<file path="src/rtl/gfx_mem_arbiter.sv">
// Memory-port arbiter: round-robin reads, store priority with starvation relief, in-order read return.
// Latency: request path and response routing are combinational (zero cycles).
// Backpressure: mem_req_ready low locks the current winner; reads are blocked while the tag FIFO is full.
module gfx_mem_arbiter #(
  parameter int NUM_RD       = 3,
  parameter int MAX_OUT      = 4,
  parameter int STARVE_LIMIT = 8
) (
  input  logic                 clk,
  input  logic                 rst,
  input  logic [NUM_RD-1:0]    rd_req_valid,
  input  logic [NUM_RD*32-1:0] rd_req_addr,
  input  logic [NUM_RD*5-1:0]  rd_req_tag,
  output logic [NUM_RD-1:0]    rd_req_ready,
  output logic [NUM_RD-1:0]    rd_resp_valid,
  output logic [31:0]          rd_resp_data,
  output logic [4:0]           rd_resp_tag,
  input  logic                 st_valid,
  input  logic [31:0]          st_addr,
  input  logic [31:0]          st_wdata,
  input  logic [3:0]           st_wstrb,
  output logic                 st_ready,
  output logic                 mem_req_valid,
  output logic                 mem_req_we,
  output logic [31:0]          mem_req_addr,
  output logic [31:0]          mem_req_wdata,
  output logic [3:0]           mem_req_wstrb,
  input  logic                 mem_req_ready,
  input  logic                 mem_resp_valid,
  input  logic [31:0]          mem_resp_data,
  output logic                 err_resp
);

  localparam int ID_W  = (NUM_RD > 1) ? $clog2(NUM_RD) : 1;
  localparam int PTR_W = (MAX_OUT > 1) ? $clog2(MAX_OUT) : 1;
  localparam int CNT_W = $clog2(MAX_OUT + 1);
  localparam int SC_W  = $clog2(STARVE_LIMIT + 1);
  localparam int ENT_W = ID_W + 5;
  localparam logic [ID_W:0] NUM_RD_W = (ID_W + 1)'(NUM_RD);

  // Outstanding-read FIFO: each entry is {requester id, tag}
  logic [ENT_W-1:0] fifo_q [MAX_OUT];
  logic [PTR_W-1:0] wr_ptr_q, wr_ptr_d, rd_ptr_q, rd_ptr_d;
  logic [CNT_W-1:0] count_q, count_d;

  logic [ID_W-1:0]  rr_ptr_q, rr_ptr_d;
  logic [SC_W-1:0]  starve_cnt_q, starve_cnt_d;
  logic             lock_q, lock_d, lock_st_q, lock_st_d;
  logic [ID_W-1:0]  lock_id_q, lock_id_d;
  logic             err_q, err_d;

  logic              fifo_full, fifo_empty, any_rd;
  logic [NUM_RD-1:0] rd_elig, rd_rot;
  logic              rr_found;
  logic [ID_W:0]     rr_sum;
  logic [ID_W-1:0]   rr_id, sel_id, head_id;
  logic              sel_st, accept, push, pop;
  logic [ENT_W-1:0]  head;

  // Eligibility uses registered occupancy, so a same-cycle pop never frees a slot early
  always_comb begin
    fifo_full  = (count_q == CNT_W'(MAX_OUT));
    fifo_empty = (count_q == '0);
    rd_elig    = rd_req_valid & {NUM_RD{~fifo_full}};
    any_rd     = |rd_elig;
  end

  // Round-robin search: rotate so rr_ptr sits at bit 0, take the lowest set bit, map back
  always_comb begin
    rd_rot   = (rd_elig >> rr_ptr_q) | (rd_elig << (NUM_RD_W - {1'b0, rr_ptr_q}));
    rr_found = 1'b0;
    rr_sum   = '0;
    for (int j = 0; j < NUM_RD; j++) begin
      if (!rr_found && rd_rot[j]) begin
        rr_found = 1'b1;
        rr_sum   = {1'b0, rr_ptr_q} + (ID_W + 1)'(j);
      end
    end
    if (rr_sum >= NUM_RD_W) rr_sum = rr_sum - NUM_RD_W;
    rr_id = rr_sum[ID_W-1:0];
  end

  // Winner selection: a locked winner holds the port; otherwise store priority unless reads are starved
  always_comb begin
    if (lock_q) begin
      sel_st        = lock_st_q;
      sel_id        = lock_id_q;
      mem_req_valid = lock_st_q ? st_valid : rd_elig[lock_id_q];
    end else begin
      sel_st        = st_valid & (~any_rd | (starve_cnt_q < SC_W'(STARVE_LIMIT)));
      sel_id        = rr_id;
      mem_req_valid = st_valid | any_rd;
    end
    accept = mem_req_valid & mem_req_ready;
    push   = accept & ~sel_st;
    pop    = mem_resp_valid & ~fifo_empty;
  end

  // Downstream request mux and per-source accept strobes
  always_comb begin
    mem_req_we    = 1'b0;
    mem_req_addr  = '0;
    mem_req_wdata = '0;
    mem_req_wstrb = '0;
    rd_req_ready  = '0;
    st_ready      = 1'b0;
    if (mem_req_valid) begin
      mem_req_we = sel_st;
      if (sel_st) begin
        mem_req_addr  = st_addr;
        mem_req_wdata = st_wdata;
        mem_req_wstrb = st_wstrb;
      end else begin
        mem_req_addr = rd_req_addr[sel_id*32 +: 32];
      end
    end
    if (accept) begin
      if (sel_st) st_ready = 1'b1;
      else        rd_req_ready = NUM_RD'(1) << sel_id;
    end
  end

  // Response routing from the FIFO head; responses with nothing outstanding are dropped
  always_comb begin
    head          = fifo_q[rd_ptr_q];
    head_id       = head[ENT_W-1:5];
    rd_resp_valid = pop ? (NUM_RD'(1) << head_id) : '0;
    rd_resp_data  = pop ? mem_resp_data : '0;
    rd_resp_tag   = pop ? head[4:0] : '0;
    err_resp      = err_q;
  end

  // Next-state for lock, fairness state, FIFO bookkeeping and the sticky error
  always_comb begin
    lock_d       = lock_q;
    lock_st_d    = lock_st_q;
    lock_id_d    = lock_id_q;
    rr_ptr_d     = rr_ptr_q;
    starve_cnt_d = starve_cnt_q;
    count_d      = count_q;
    wr_ptr_d     = wr_ptr_q;
    rd_ptr_d     = rd_ptr_q;
    err_d        = err_q | (mem_resp_valid & fifo_empty);

    if (accept) begin
      lock_d = 1'b0;
    end else if (mem_req_valid) begin
      lock_d    = 1'b1;
      lock_st_d = sel_st;
      lock_id_d = sel_id;
    end

    if (push) begin
      rr_ptr_d     = ({1'b0, sel_id} == NUM_RD_W - 1'b1) ? '0 : sel_id + 1'b1;
      starve_cnt_d = '0;
    end else if (accept) begin
      if (!any_rd)                                    starve_cnt_d = '0;
      else if (starve_cnt_q != SC_W'(STARVE_LIMIT))   starve_cnt_d = starve_cnt_q + 1'b1;
    end

    if (push) wr_ptr_d = wr_ptr_q + 1'b1;
    if (pop)  rd_ptr_d = rd_ptr_q + 1'b1;
    if (push && !pop)      count_d = count_q + 1'b1;
    else if (pop && !push) count_d = count_q - 1'b1;
  end

  // Control registers with synchronous reset
  always_ff @(posedge clk) begin
    if (rst) begin
      lock_q       <= 1'b0;
      lock_st_q    <= 1'b0;
      lock_id_q    <= '0;
      rr_ptr_q     <= '0;
      starve_cnt_q <= '0;
      count_q      <= '0;
      wr_ptr_q     <= '0;
      rd_ptr_q     <= '0;
      err_q        <= 1'b0;
    end else begin
      lock_q       <= lock_d;
      lock_st_q    <= lock_st_d;
      lock_id_q    <= lock_id_d;
      rr_ptr_q     <= rr_ptr_d;
      starve_cnt_q <= starve_cnt_d;
      count_q      <= count_d;
      wr_ptr_q     <= wr_ptr_d;
      rd_ptr_q     <= rd_ptr_d;
      err_q        <= err_d;
    end
  end

  // FIFO storage: entries are only read when counted valid, so no reset is needed
  always_ff @(posedge clk) begin
    if (push) fifo_q[wr_ptr_q] <= {sel_id, rd_req_tag[sel_id*5 +: 5]};
  end

endmodule

</file>
<file path="config.mk">
export PLATFORM = sky130hd
export DESIGN_NAME = gfx_mem_arbiter
export DESIGN_NICKNAME = d
export VERILOG_FILES = /design/src/rtl/gfx_mem_arbiter.sv
export SDC_FILE = /design/constraint.sdc
export NUM_CORES = 1
export LEC_CHECK = 0
export CORE_AREA = 2 2 131 133
export CTS_BUF_LIST = sky130_fd_sc_hd__clkbuf_2 sky130_fd_sc_hd__clkbuf_4 sky130_fd_sc_hd__clkbuf_8
export DETAILED_ROUTE_END_ITERATION = 8
export DIE_AREA = 0 0 133 135
export PLACE_DENSITY_LB_ADDON = 0.08
export SETUP_SLACK_MARGIN = 0.02
export SLEW_MARGIN = 30
export SYNTH_ARGS = -nofsm -noshare
export SYNTH_HDL_FRONTEND = slang
export SYNTH_SLANG_ARGS = --single-unit
</file>
<file path="constraint.sdc">
create_clock -name clk -period 6.16 [get_ports clk]
set_input_delay 0.924 -clock clk [delete_from_list [all_inputs] [get_ports clk]]
set_output_delay 0.924 -clock clk [all_outputs]
set_load 0.005 [all_outputs]
</file>
Word-level counts from Yosys, hierarchy flattened
Memory sizes are Yosys's and may differ from the RTL's. A register that Yosys moved wholly into a read port is not among the register bits. Cells that the tools add are included.

Flip-flop bits (word level): 18. Latch bits: 0. RAM bits: 28. Memory bits (read-only): 0. Output and inout port bits: 115. Logic and storage cells: 99. Memories kept: 1.

Memory list: fifo_q (words 4, bits a word 7, read ports 1, clocked after Yosys merged registers in 1, wr ports 1, RTL line 42) `logic [ENT_W-1:0] fifo_q [MAX_OUT];`.

Add/sub/neg operators: 10. $mul: 1. Divide/modulo/power cells: 0. Order comparisons: 3. Eq/ne operators: 4. Shift operators: 6. Multiplexer cells: 35. Bitwise operators: 15. Reduce and logical (&&, ||, !) cells: 15.

Operator list (count): two-way mux 32 bit (5); indexed part select 96 x 8 -> 32 bit (1); two-way mux 3 bit (7); two-way mux 4 bit (4); indexed part select 15 x 6 -> 5 bit (1); two-way mux 2 bit (6); two-way mux 1 bit (11); adder 2 x 1 -> 2 bit, second input constant (3); left shift 1 x 2 -> 3 bit, first input constant (2); AND 1 bit (5); multiplier 2 x 3 -> 5 bit, second input constant (1); two-way mux 5 bit (1); NOT 1 bit (5); adder 4 x 1 -> 4 bit, second input constant (1); logical AND 1 bit (4); zero test 1 bit (4); < comparator 4 bit, second input constant (1); != test 4 bit, second input constant (1); AND reduction 2 bit (2); OR reduction 2 bit (2); adder 2 x 1 -> 3 bit, second input constant (1); adder 2 x 2 -> 3 bit, second input constant (1); adder 3 x 1 -> 3 bit, second input constant (1); AND 3 bit (1); other kinds (16) (18).

Logic depth before layout (Yosys ltp)
Depth after elaboration: 18. Depth in mapped cells: 13. Depth with buffers taken out: 12.

Least setup slack after synthesis
No wires, ideal clock.

Path type: input -> output. Start: input port rd_req_valid[2]. End: output port mem_req_addr[10]. Data arrival time: 2617 ps. Path slack: 2619 ps. Stages on the path: 9. Path buffers: 3. Path through: buf_6 and4bb_1 o41ai_1 a31oi_1 a221o_1 buf_6 nand3b_4 buf_6 o221ai_2.

Cells in the longest elaborated chain, start to end: 16. Elaborated cells between the ends (all ways): 30. Those cells by class: add/sub: 1; order compare: 1; shift: 3; mux: 14; bitwise: 6; reduce/logical: 5.

Ends and longest elaborated chain: start, declared (RTL line 11) `input logic [NUM_RD-1:0] rd_req_valid,`; AND 3 bit * (RTL line 64) `rd_elig = rd_req_valid & {NUM_RD{~fifo_full}};`; left shift 3 x 3 -> 3 bit or right shift 3 x 2 -> 3 bit (tied branches) (RTL line 70) `rd_rot = (rd_elig >> rr_ptr_q) | (rd_elig << (NUM_RD_W - {1'b0, rr_ptr_q}));`; OR 3 bit (RTL line 70); two-way mux 1 bit (RTL line 74) `if (!rr_found && rd_rot[j]) begin`; zero test 1 bit (RTL line 74); logical AND 1 bit (RTL line 74); two-way mux 1 bit (RTL line 74); zero test 1 bit (RTL line 74); logical AND 1 bit (RTL line 74); two-way mux 3 bit (RTL line 74); greater-or-equal comparator 3 x 2 -> 1 bit or subtractor 2 bit (tied branches) (RTL line 79) `if (rr_sum >= NUM_RD_W) rr_sum = rr_sum - NUM_RD_W;`; two-way mux 2 bit (RTL line 79); two-way mux 2 bit (RTL line 85) `if (lock_q) begin`; indexed part select 96 x 8 -> 32 bit (RTL line 114) `mem_req_addr = rd_req_addr[sel_id*32 +: 32];`; two-way mux 32 bit (RTL line 109) `if (sel_st) begin`; two-way mux 32 bit * (RTL line 107) `if (mem_req_valid) begin`; end, declared (RTL line 25) `output logic [31:0] mem_req_addr,`.

Every way passes the cells marked *; elsewhere a longest branch is shown, timed or not. The select of a mux whose other input is x is not followed.

Worst setup path in the final report
Start: input port rd_req_valid[1]. End: output port mem_req_addr[0].

Same word-level chain as after synthesis.

==> results.txt <==
status -> complete, no violations
Total GRT Usage -> 0.1775
Clock Sinks -> 48
critical path required time -> 5.24 ns
GRT overflow -> 0
IO Pins -> 334
Critical Path Source Type -> input pin
Setup Viol. Count Final -> 0
crit path max fanout -> 32
Synth Cell Area -> 4355 um^2
max-slew violations -> 0
drt initial violations -> 200
DP HPWL -> 13.65 mm
CTS resizes -> 0
Peak Freq -> 185.7 MHz
die span in y -> 135 um
Worst-Skew Late Latency -> 0.30 ns
Period minus WS final -> 5.386 ns
Net count, final -> 989
syn_nets -> 681
top post-synthesis cells by area -> edfxtp_1 19%, o221ai_2 10%, mux2i_1 9.9%, dfxtp_1 9.2%, and3_1 6.2%
# H-tree levels -> 2
TritonCTS buffer count -> 5
final worst-path setup slack -> 0.7740 ns
Hold WC Path Type -> register to register
ys flop type -> edfxtp_1
first-pass GRT wire length -> 25.08 mm
Worst-Margin Slew -> 0.7613 ns
hold_buf cts -> 0
Max Cap Viol -> 0
Post-DRT Antenna Nets -> 0
Slew headroom -> 0.4908
root buf cell -> clkbuf_8
DRC viols -> 0
Seq cells post-synth -> 48
Post-synth EDFFs -> 28
FF-to-FF path depth -> 12
TritonCTS clock tree -> yes
Setup Skew -> 0.007028 ns
Lkg Pwr -> 2.925 nW
post-synth top area cell -> edfxtp_1
register area share after synthesis -> 0.2850
VDD IR-drop max -> 0.09990 mV
hold path startpoint -> err_resp
Ys Warns -> 0
RR Startpoint -> lock_id_q[1]
final period utilization -> 0.8743
DR vias -> 4611
FFs w/ async S/R, synth -> 0
area delta synth->final -> 79.20%
Post-Place Cells -> 974
post-CTS setup buffer count -> 0
vias in the first global route -> 4713
pwr/cell area -> 244.2 nW/um^2
largest net degree at the start of global routing -> 41
Syn Area/Cell -> 9.615 um^2
Detailed Routing Iterations Pass 1 -> 4
Setup TNS -> 0 ns
worst hold path depth -> 2
CTS clk-pin slew, worst paths -> 0.08 ns
Initial Utilization -> 0.2655
via/cell ratio -> 4.696
sink of the worst hold path -> err_resp
Bufs on Longest Clock Path -> 2
pre-CTS setup slack -> 0.7709 ns
Worst R2R Setup Slack -> 2.87 ns
initial antenna violation count -> 0
Rows -> 47
Crit. End Element -> output port
unrepaired setup endpoints after global routing -> no
Detailed Route WL -> 16.94 mm
Port Buffer Count -> 333
Synth top area share -> 0.1930
data arrival time of the worst path -> 4.46 ns
die width -> 133 um
Reg-to-Reg End -> count_q[2]
WS Path Type -> input pin to output port
core box area -> 16410 um^2
Hold Fails Final Rpt -> 0
wire per inst -> 17.25 um
total die area -> 17960 um^2
Diodes inserted -> 0
Netlist cell types -> 61
gpl congestion -> 0.8684
utilization after layout -> 0.4757
Syn Inst Count -> 453
Cell Count, Final, Fillers Out -> 982
ratio of cells with drive above 1 in the final layout -> 0.09186
[through the flow]
stage               area [um^2]  hold WS [ns]  power (mW)
floorplan                  4355        0.4604       1.124
global placement           7707        0.4577       1.716
detailed placement         7712        0.4626       1.737
CTS                        7805        0.4857       1.933
global route               7805        0.5096       2.039
finish                     7805        0.4758       1.906
[how the worst max path moves through the flow]
stage	from	end	slack (ns)	depth (start not counted)
floorplan	rd_req_valid[2]	mem_req_addr[10]	2.62	9
global route	rd_req_valid[1]	mem_req_addr[31]	0.54	10
global placement	rd_req_valid[1]	mem_req_addr[31]	0.89	10
CTS	rd_req_valid[1]	mem_req_addr[31]	0.78	10
detailed placement	rd_req_valid[1]	mem_req_addr[31]	0.77	10
finish	rd_req_valid[1]	mem_req_addr[0]	0.77	10
[layer usage]
metal / wire length [um] / global-route usage
met1: 6455 / 0.1958
met2: 8686 / 0.3276
met3: 1608 / 0.06381
met4: 194 / 0.03823
met5: 0 / 0
[power breakdown]
| group | internal (mW) | total [mW] | switching (mW) |
|---|---|---|---|
| Sequential | 0.399 | 0.452 | 0.0528 |
| Clock | 0.0804 | 0.187 | 0.107 |
| Combinational | 0.731 | 1.27 | 0.536 |
[synthesized netlist by cell type (2+ instances only)]
cell	instances
and3_1	43
inv_1	43
mux2i_1	43
nand2_1	42
and2_1	39
o221ai_2	30
edfxtp_1	28
nor2_1	21
dfxtp_1	20
clkbuf_1	15
buf_6	13
a21oi_1	9
ha_1	8
mux4_2	7
nor3b_1	7
nor3_1	6
o21ai_0	6
nor2b_1	5
o2bb2ai_1	5
clkbuf_8	4
a211oi_1	3
buf_4	3
nand3b_1	3
o221ai_1	3
xor2_1	3
a31oi_1	2
and3b_1	2
nand4b_1	2
nor4b_1	2
o2111ai_1	2
o211ai_1	2
o31ai_1	2
xnor2_1	2
[cell families (layout without fill, tap and decap cells)]
| kind of cell | after synthesis | count (layout) | synth area share |
|---|---|---|---|
| simple gates | 186 | 186 | 0.2508 |
| buf+inv | 82 | 391 | 0.1094 |
| compound gates | 73 | 73 | 0.1821 |
| mux | 50 | 50 | 0.1350 |
| flops | 48 | 48 | 0.2850 |
| fa+ha+maj | 9 | 9 | 0.02758 |
| xor+xnor | 5 | 5 | 0.01006 |
[critical path, cell delays in order]
cell             delay (ns)
clkdlybuf4s50_1        0.79
and3b_1                0.24
o2111ai_1              0.18
o311a_2                0.23
o31ai_1                0.10
o31ai_4                0.39
buf_4                  0.26
or2b_4                 0.54
o221ai_1               0.26
clkdlybuf4s50_1        0.50
[sequential cells by signal, indices dropped and copies added (netlist names), named ones only]
signal,flops
count_q,3
err_resp,1
fifo_q,28
lock_id_q,2
lock_q,1
lock_st_q,1
rd_ptr_q,2
rr_ptr_q,2
starve_cnt_q,4
wr_ptr_q,2
[cell type report]
cell class                      instances  area, um^2
Tap cell                              220       275.3
Clock inverter                          3       23.77
Inverter                               44       165.2
Fill cell                            1531        8602
Clock buffer                            5       68.82
Sequential cell                        48        1241
Multi-Input combinational cell        323        2653
Timing Repair Buffer                  339        3378
[cells in the final DEF (no fill, tap or decap), types with 3 or more instances in the layout]
| cell type | n |
|---|---|
| nor3b_1 | 7 |
| o221ai_2 | 30 |
| mux2i_1 | 43 |
| mux4_2 | 7 |
| inv_1 | 43 |
| a21oi_1 | 9 |
| buf_4 | 6 |
| nor3_1 | 6 |
| nand2_1 | 42 |
| o2bb2ai_1 | 5 |
| clkdlybuf4s50_1 | 333 |
| ha_1 | 8 |
| dfxtp_1 | 20 |
| o221ai_1 | 3 |
| and3_1 | 43 |
| nor2b_1 | 3 |
| xor2_1 | 3 |
| edfxtp_1 | 28 |
| o21ai_0 | 5 |
| nor2_1 | 21 |
| nand3b_1 | 3 |
| clkbuf_8 | 5 |
| a211oi_1 | 3 |
| and2_1 | 39 |
No activity file was read; power rests on OpenSTA's default activity.
